## src/rtl/trace_player.sv

```systemverilog
// Replays a stored table of primary-input vectors onto a DUT, one vector per clock,
// with one-shot or looping playback, abort, a saturating step counter and a done pulse.
module trace_player #(
   parameter int               WIDTH     = 3,
   parameter int               DEPTH     = 16,
   parameter int               AW        = $clog2(DEPTH),
   parameter logic [WIDTH-1:0] INIT_VAL  = '0,
   parameter bit               HOLD_LAST = 1'b1
) (
   input  logic             clk,
   input  logic             rst,
   input  logic             wr_en,
   input  logic [AW-1:0]    wr_addr,
   input  logic [WIDTH-1:0] wr_data,
   input  logic [AW:0]      len,
   input  logic             loop,
   input  logic             start,
   input  logic             abort,
   output logic [WIDTH-1:0] pi,
   output logic             pi_valid,
   output logic             busy,
   output logic             done,
   output logic [31:0]      cycle,
   output logic             wr_err
);

   typedef enum logic {S_IDLE, S_PLAY} state_t;

   localparam logic [AW:0] DEPTH_L = (AW+1)'(DEPTH);

   state_t           r_state;
   logic [WIDTH-1:0] r_mem [DEPTH];
   logic [AW:0]      r_idx;
   logic [AW:0]      r_len;
   logic             r_loop;
   logic [WIDTH-1:0] r_pi;
   logic             r_pi_valid;
   logic             r_busy;
   logic             r_done;
   logic [31:0]      r_cycle;
   logic             r_wr_err;

   logic [AW:0]      w_len_eff;
   logic [WIDTH-1:0] w_rd_data;
   logic [WIDTH-1:0] w_mem0;
   logic [31:0]      w_cycle_inc;

   assign w_len_eff   = (len > DEPTH_L) ? DEPTH_L : len;
   assign w_rd_data   = r_mem[r_idx[AW-1:0]];
   assign w_mem0      = r_mem[0];
   assign w_cycle_inc = (r_cycle == '1) ? r_cycle : r_cycle + 32'd1;

   // Table has no reset so a trace survives rst; writes only land while idle.
   always_ff @(posedge clk) begin
      if (wr_en && (r_state == S_IDLE))
         r_mem[wr_addr] <= wr_data;
   end

   always_ff @(posedge clk) begin
      if (rst) begin
         r_state    <= S_IDLE;
         r_idx      <= '0;
         r_len      <= '0;
         r_loop     <= 1'b0;
         r_pi       <= INIT_VAL;
         r_pi_valid <= 1'b0;
         r_busy     <= 1'b0;
         r_done     <= 1'b0;
         r_cycle    <= '0;
         r_wr_err   <= 1'b0;
      end else begin
         r_done   <= 1'b0;
         r_wr_err <= wr_en && (r_state == S_PLAY);
         if (abort) begin
            r_state    <= S_IDLE;
            r_pi       <= INIT_VAL;
            r_pi_valid <= 1'b0;
            r_busy     <= 1'b0;
         end else begin
            unique case (r_state)
               S_IDLE: begin
                  if (start) begin
                     if (w_len_eff != '0) begin
                        r_state    <= S_PLAY;
                        r_len      <= w_len_eff;
                        r_loop     <= loop;
                        r_idx      <= (AW+1)'(1);
                        r_pi       <= w_mem0;
                        r_pi_valid <= 1'b1;
                        r_busy     <= 1'b1;
                        r_cycle    <= 32'd1;
                     end else begin
                        r_done <= 1'b1;
                     end
                  end
               end
               S_PLAY: begin
                  if (r_idx < r_len) begin
                     r_pi    <= w_rd_data;
                     r_idx   <= r_idx + (AW+1)'(1);
                     r_cycle <= w_cycle_inc;
                  end else if (r_loop) begin
                     r_pi    <= w_mem0;
                     r_idx   <= (AW+1)'(1);
                     r_cycle <= w_cycle_inc;
                  end else begin
                     r_state    <= S_IDLE;
                     r_pi_valid <= 1'b0;
                     r_busy     <= 1'b0;
                     r_done     <= 1'b1;
                     if (!HOLD_LAST)
                        r_pi <= INIT_VAL;
                  end
               end
               default: r_state <= S_IDLE;
            endcase
         end
      end
   end

   assign pi       = r_pi;
   assign pi_valid = r_pi_valid;
   assign busy     = r_busy;
   assign done     = r_done;
   assign cycle    = r_cycle;
   assign wr_err   = r_wr_err;

endmodule
```

## config.mk

```make
export PLATFORM = sky130hd
export DESIGN_NAME = trace_player
export DESIGN_NICKNAME = d
export VERILOG_FILES = /design/src/rtl/trace_player.sv
export SDC_FILE = /design/constraint.sdc
export NUM_CORES = 1
export LEC_CHECK = 0
export BUFFER_PORTS_ARGS = -buffer_cell sky130_fd_sc_hd__buf_2
export CAP_MARGIN = 20
export CORE_UTILIZATION = 60
export DETAILED_ROUTE_END_ITERATION = 10
export GPL_ROUTABILITY_DRIVEN = 0
export PLACE_DENSITY = 0.82
export SLEW_MARGIN = 20
export SYNTH_ARGS = -nofsm -noshare
export SYNTH_HDL_FRONTEND = slang
export SYNTH_SLANG_ARGS = --single-unit
```

## constraint.sdc

```tcl
create_clock -name clk -period 4.9 [get_ports clk]
set_clock_uncertainty 0.05 [all_clocks]
set_input_delay 0 -clock clk [delete_from_list [all_inputs] [get_ports clk]]
set_output_delay 0 -clock clk [all_outputs]
set_load 0.05 [all_outputs]
```

==> results of run 1 <==
==> sequential cells by signal (all words and copies together), names as in the netlist, named ones only <==
register / count
r_idx: 5
wr_err: 1
r_len: 5
pi: 3
r_loop: 1
cycle: 32
r_mem: 48
r_state: 1
done: 1
busy: 1
==> worst max-delay path by stage <==
stage                     cells after the start  startpoint   endpoint  slack [ns]
after floorplan                               7    cycle[2]  cycle[27]        2.29
after global placement                        8    r_len[2]   cycle[5]        2.17
after detailed placement                      7    r_idx[2]   cycle[5]        2.00
after CTS                                     7    r_idx[2]   cycle[5]        1.95
after global routing                          8    r_len[4]   cycle[5]        1.72
final                                         7    r_idx[2]   cycle[5]        1.95
==> per-stage QoR <==
stage          setup WS, ns  cells  total power, mW  hold slack (ns)
6_report              1.952    589            1.557          0.02270
5_1_grt               1.716    589            1.614          0.02482
4_1_cts               1.951    589            1.564         0.007314
3_5_place_dp          2.004    555            1.045           0.2178
3_3_place_gp          2.174    555            1.041           0.2189
2_1_floorplan         2.293    417            1.011          0.04887
==> per-layer routing <==
metal / part of all wire, % / up-vias / track usage, %
met5: 0 / - / 0
met4: 1.1 / 0 / 6.586
met3: 4.7 / 9 / 4.569
met2: 49 / 101 / 38.80
met1: 45 / 1667 / 32.75
li1: - / 1688 / -
==> worst reg2reg max path: cells and delay by family (launching register included) <==
family          cells  cell delay [ns]
simple gates        1             0.79
flops               1             0.36
compound gates      5             1.36
fa+ha+maj           1             0.32
==> cell type report <==
class,instances,area [um2],share of cell area (%)
sequential,102,2522,47.25
clock buffer,9,123.9,2.320
inverter,8,30.03,0.5625
clock inverter,7,73.82,1.383
multi-input combinational,290,2004,37.54
timing repair buffer,74,460.4,8.624
tap,99,123.9,2.320
==> kinds of logic (layout without fill, tap and decap cells) <==
| group | after synthesis | after routing | synth area share (%) |
|---|---|---|---|
| multiplexers | 23 | 23 | 8.266 |
| AO/OA/AOI/OAI | 54 | 54 | 8.509 |
| XOR/XNOR | 21 | 21 | 3.958 |
| buffers and inverters | 25 | 98 | 2.585 |
| AND/OR/NAND/NOR | 186 | 186 | 20.79 |
| adder cells (fa/ha/maj) | 6 | 6 | 1.615 |
| flip-flops | 102 | 102 | 54.28 |
==> cell usage after synthesis (all sizes together) <==
cell type and number:
nor2 58, dfxtp 54, edfxtp 48, nand2 38, a21oi 18, nand3 17
xnor2 16, nor3 14, mux4 12, nand4 10, nor4 10, buf 9
o21ai 9, clkbuf 8, inv 8, mux2i 8, or3 7, a211oi 6
a31oi 6, ha 6, and3 5, xor2 5, nand2b 4, nand3b 4
a311oi 3, a41o 3, and4 3, mux2 3, nor2b 3, nor4b 3
or2 3, or4 3, a41oi 2, and2 2, o211ai 2, a2111oi 1
a31o 1, nand4b 1, nor3b 1, o21ba 1, o21bai 1, o41ai 1
==> where the power goes <==
part	total, mW	switching (mW)	internal (mW)	leakage [nW]
Sequential	0.916	0.0140	0.902	0.870
Combinational	0.120	0.0746	0.0457	0.909
Clock	0.521	0.318	0.203	0.101
Total	1.56	0.407	1.15	1.88
==> what timing repair did <==
item | 4_1_cts | 5_1_grt
hold endpoints to repair | 60 | 0
endpoints found under the setup margin | 0 | 0
hold buffers | 18 | 0
==> impl_metrics.ini, run 1 <==
[logic_synthesis]
synth.yosys.warnings = 0
yosysTopAreaCell = edfxtp_1
synth-seq-cells = 102
syn_nets = 441
postSynthCellCount = 417
avgSynthCellArea_um2 = 11.14
synth_top_area_share_pct = 31.02
synthTopCellsByArea = edfxtp_1, dfxtp_1, mux4_2
ys_seq_area_share_pct = 54.28
synth_cell_types = 54
synth_area_um2 = 4647

[global_route]
track_usage_pct = 23.81
grt.overflow.total = 0
grt_pass1_wl_mm = 15.37
grt_max_degree = 26
antenna_found_initial = 0
grt_pass1_vias = 3189

[hold_path]
min-delay-start = abort
hold_path_depth = 3
min_to = busy
hp-class = in2reg

[floorplanning]
placement_rows = 31
die-area_um2 = 8101
start_util_pct = 63.06
io_pins = 57
core_um2 = 7370
die_w_um = 90.01
die_y_um = 90.01

[drt]
wirelength_mm = 9.386
wl_per_cell_um = 15.94
drt_iter0_drc = 221
vias = 3465
drtAntennaViolNets = 0
first_pass_iters = 4
drc = 0
avgViaCountPerCell = 5.883

[setup_path]
worstPathArrival_ns = 3.17
cp_slowest_cell = nor4b_1
critical_path_class = reg2reg
path_buf_inv = 0
cp_max_fo = 20
r2r_start = r_idx[2]
critPathTopFamily = compound AO/OA/AOI/OAI gates
cp-start-kind = register
cp_cell_sequence = ha_1 > a21oi_1 > o21ai_0 > a41o_1 > nor4b_1 > a41oi_1 > a311oi_1
worst_setup_path_end_kind = register
cpPeakStageDelay_ns = 0.79
r2r_cells = 7
reg2reg_setup_slack_ns = 1.95
required_ns = 5.13
r2r_end = cycle[5]

[placement]
dpl_cell_area_um2 = 4961
dpl.hpwl_mm = 6.392
portBuffers = 56

[clocking]
insertion_delay_ns = 0.37
clockRootBuffer = clkbuf_8
clkTransAtPathRegs_ns = 0.10
cts_resized = 0
clockBufferDepth = 2
postCtsSetupBuffers = 0
cts.sinks = 102
htreeDepth = 3
cts_tree = yes
cts_buffers = 9

[timing]
period_minus_slack_ns = 2.948
slew_violations = 0
tns_ns = 0
finalSetupViolations = 0
rsz0062_at_grt = no
fmax_mhz = 339.2
tightest_slew_ns = 0.9333
fin_crit_sh_pct = 60.16
maxSlewHeadroom_pct = 37.56
hold_violations = 0

[power]
p_per_area_nw_per_um2 = 291.6
p_leak_nw = 1.881
peakVddDrop_mv = 0.1852

[finish]
synthToLayoutAreaGrowth_pct = 14.89
layout_common_cells = nor2_1, buf_2, dfxtp_1
fill_cells = 510
design_area_um2 = 5339
insertedDiodeCount = 0
final_common_cell = nor2_1
post-route-util_pct = 72.44
final_nets = 509
drive_gt1_share_pct = 21.02

[run_status]
status = finished clean

[job]
maxCapViolCount = 0
Note: power is estimated with default switching activity, not from simulation.
==> run 2: changes to the inputs <==
--- a/config.mk
+++ b/config.mk
@@ -7,10 +7,10 @@
 export LEC_CHECK = 0
 export BUFFER_PORTS_ARGS = -buffer_cell sky130_fd_sc_hd__buf_2
 export CAP_MARGIN = 20
-export CORE_UTILIZATION = 60
+export CORE_UTILIZATION = 58
 export DETAILED_ROUTE_END_ITERATION = 10
 export GPL_ROUTABILITY_DRIVEN = 0
-export PLACE_DENSITY = 0.82
+export PLACE_DENSITY = 0.8
 export SLEW_MARGIN = 20
 export SYNTH_ARGS = -nofsm -noshare
 export SYNTH_HDL_FRONTEND = slang
==> constraint.sdc (replaced) <==
create_clock -name clk -period 2.8 [get_ports clk]
set_clock_uncertainty 0.05 [all_clocks]
set_input_delay 0 -clock clk [delete_from_list [all_inputs] [get_ports clk]]
set_output_delay 0 -clock clk [all_outputs]
set_load 0.05 [all_outputs]
==> run 2 against run 1 <==
Hold slack worse by 0.00076 ns; critical path depth rose by 1; global-route usage up 1.3 points; clock power grew 73%; cell count increased by 1.4%; first-iteration DRC count down 14%; cell area grew 0.63%; via count increased by 2.3%; utilization shrank 2.9 points; flip-flop and latch count unchanged; non-clock buffer count grew 5.
==> impl_metrics.ini, run 2 (synthesis results as in run 1) <==
[placement]
place_ws_ns = 0.2547
portBuffers = 56
dpl.hpwl_mm = 6.914
dpl_cell_area_um2 = 5025
post-place-cells = 566

[floorplanning]
placement_rows = 32
die_w_um = 91.51
start_util_pct = 60.14
die_y_um = 91.51
io_pins = 57
core_um2 = 7727
die-area_um2 = 8374

[drt]
wirelength_mm = 9.916
drc = 0
wl_per_cell_um = 16.61
drtAntennaViolNets = 0
first_pass_iters = 4
drt_iter0_drc = 189
avgViaCountPerCell = 5.940
vias = 3546

[setup_path]
worst_setup_path_end_kind = register
r2r_start = cycle[1]
cp_cell_sequence = ha_1 > and2_1 > nand4_2 > nor4_2 > nor4b_1 > buf_4 > a41oi_1 > a311oi_1
reg2reg_setup_slack_ns = 0.22
critPathTopFamily = simple AND/OR/NAND/NOR gates
worstPathArrival_ns = 2.76
cp_max_fo = 8
required_ns = 2.98
r2r_end = cycle[5]
cp_slowest_cell = dfxtp_1
path_buf_inv = 1
critical_path_class = reg2reg
cpPeakStageDelay_ns = 0.50
r2r_cells = 8
cp-start-kind = register

[global_route]
grt.overflow.total = 0
grt_max_degree = 26
antenna_found_initial = 0
track_usage_pct = 25.09
grt_pass1_wl_mm = 16.31
grt_pass1_vias = 3433

[power]
peakVddDrop_mv = 0.2822
p_per_area_nw_per_um2 = 507.0
p_leak_nw = 1.909
power_mw = 2.724

[finish]
synthToLayoutAreaGrowth_pct = 15.62
layout_common_cells = nor2_1, buf_2, dfxtp_1
fin_cells = 597
largest_register_ffs = 48
post-route-util_pct = 69.53
drive_gt1_share_pct = 22.63
final_common_cell = nor2_1
final_nets = 514
design_area_um2 = 5373
largest-register = r_mem
insertedDiodeCount = 0

[run_status]
status = finished clean

[hold_path]
hp-class = in2reg
min_to = pi[2]
min-delay-start = abort
hold_path_depth = 3

[clocking]
cts.sinks = 102
htreeDepth = 3
clockBufferDepth = 2
cts_tree = yes
clkTransAtPathRegs_ns = 0.10
clockRootBuffer = clkbuf_8
cts_buffers = 9
insertion_delay_ns = 0.36

[timing]
rsz0062_at_grt = no
tns_ns = 0
fin_crit_sh_pct = 92.15
worst_hold_slack_ns = 0.02194
period_minus_slack_ns = 2.580
finalSetupViolations = 0
layout_setup_ws_ns = 0.2198
slew_violations = 0
hold_violations = 0
tightest_slew_ns = 0.6008
maxSlewHeadroom_pct = 59.82
fmax_mhz = 387.6

[job]
maxCapViolCount = 0
[run 2: changes by cell type in the layout (fill, tap and decap cells not counted)]
| cell | before | now |
|---|---|---|
| a41o_1 | 3 | 2 |
| a41o_2 | 0 | 1 |
| buf_4 | 0 | 8 |
| clkinvlp_4 | 0 | 1 |
| dlygate4sd3_1 | 18 | 15 |
| inv_6 | 3 | 2 |
[run 2: what timing repair did]
action / CTS / global route
resized for setup: 0 / 1
endpoints found under the hold margin: 61 / 0
buffers inserted: 0 / 0
endpoints found under the setup margin: 0 / 1
hold buffers: 15 / 0
[run 2: final cells by class]
class	count	area, um2
clock inverters	7	72.57
repair buffers	79	490.5
flip-flops and latches	102	2522
inverters	8	30.03
well taps	102	127.6
fillers	563	2355
clock buffers	9	123.9
multi-input cells	290	2006
[run 2: report_power, final]
part | switching, mW | leakage [nW] | internal [mW] | total [mW]
combinational | 0.146 | 0.942 | 0.0878 | 0.233
sequential | 0.0133 | 0.870 | 1.58 | 1.59
clock | 0.548 | 0.0970 | 0.351 | 0.899
total | 0.707 | 1.91 | 2.02 | 2.72
[run 2: worst max path at each step]
stage | end | startpoint | cells after the start | slack, ns
after detailed placement | cycle[5] | r_len[2] | 9 | 0.25
final | cycle[5] | cycle[1] | 8 | 0.22
after floorplan | cycle[27] | cycle[2] | 7 | 0.19
after global placement | cycle[19] | cycle[1] | 8 | 0.32
after CTS | cycle[5] | r_len[2] | 9 | 0.21
after global routing | cycle[5] | r_len[4] | 9 | 0.01
[run 2: layer usage]
| metal | GRT usage, % | vias to the layer above | routed length (um) |
|---|---|---|---|
| met2 | 41.23 | 113 | 4912 |
| li1 | - | 1694 | - |
| met1 | 32.68 | 1720 | 4344 |
| met4 | 11.11 | 0 | 174 |
| met3 | 4.188 | 19 | 484 |
| met5 | 0 | - | 0 |
[run 2: worst reg2reg max path, cell delays in order (launching register included)]
cell      delay, ns
dfxtp_1        0.50
ha_1           0.31
and2_1         0.21
nand4_2        0.29
nor4_2         0.49
nor4b_1        0.11
buf_4          0.17
a41oi_1        0.24
a311oi_1       0.09
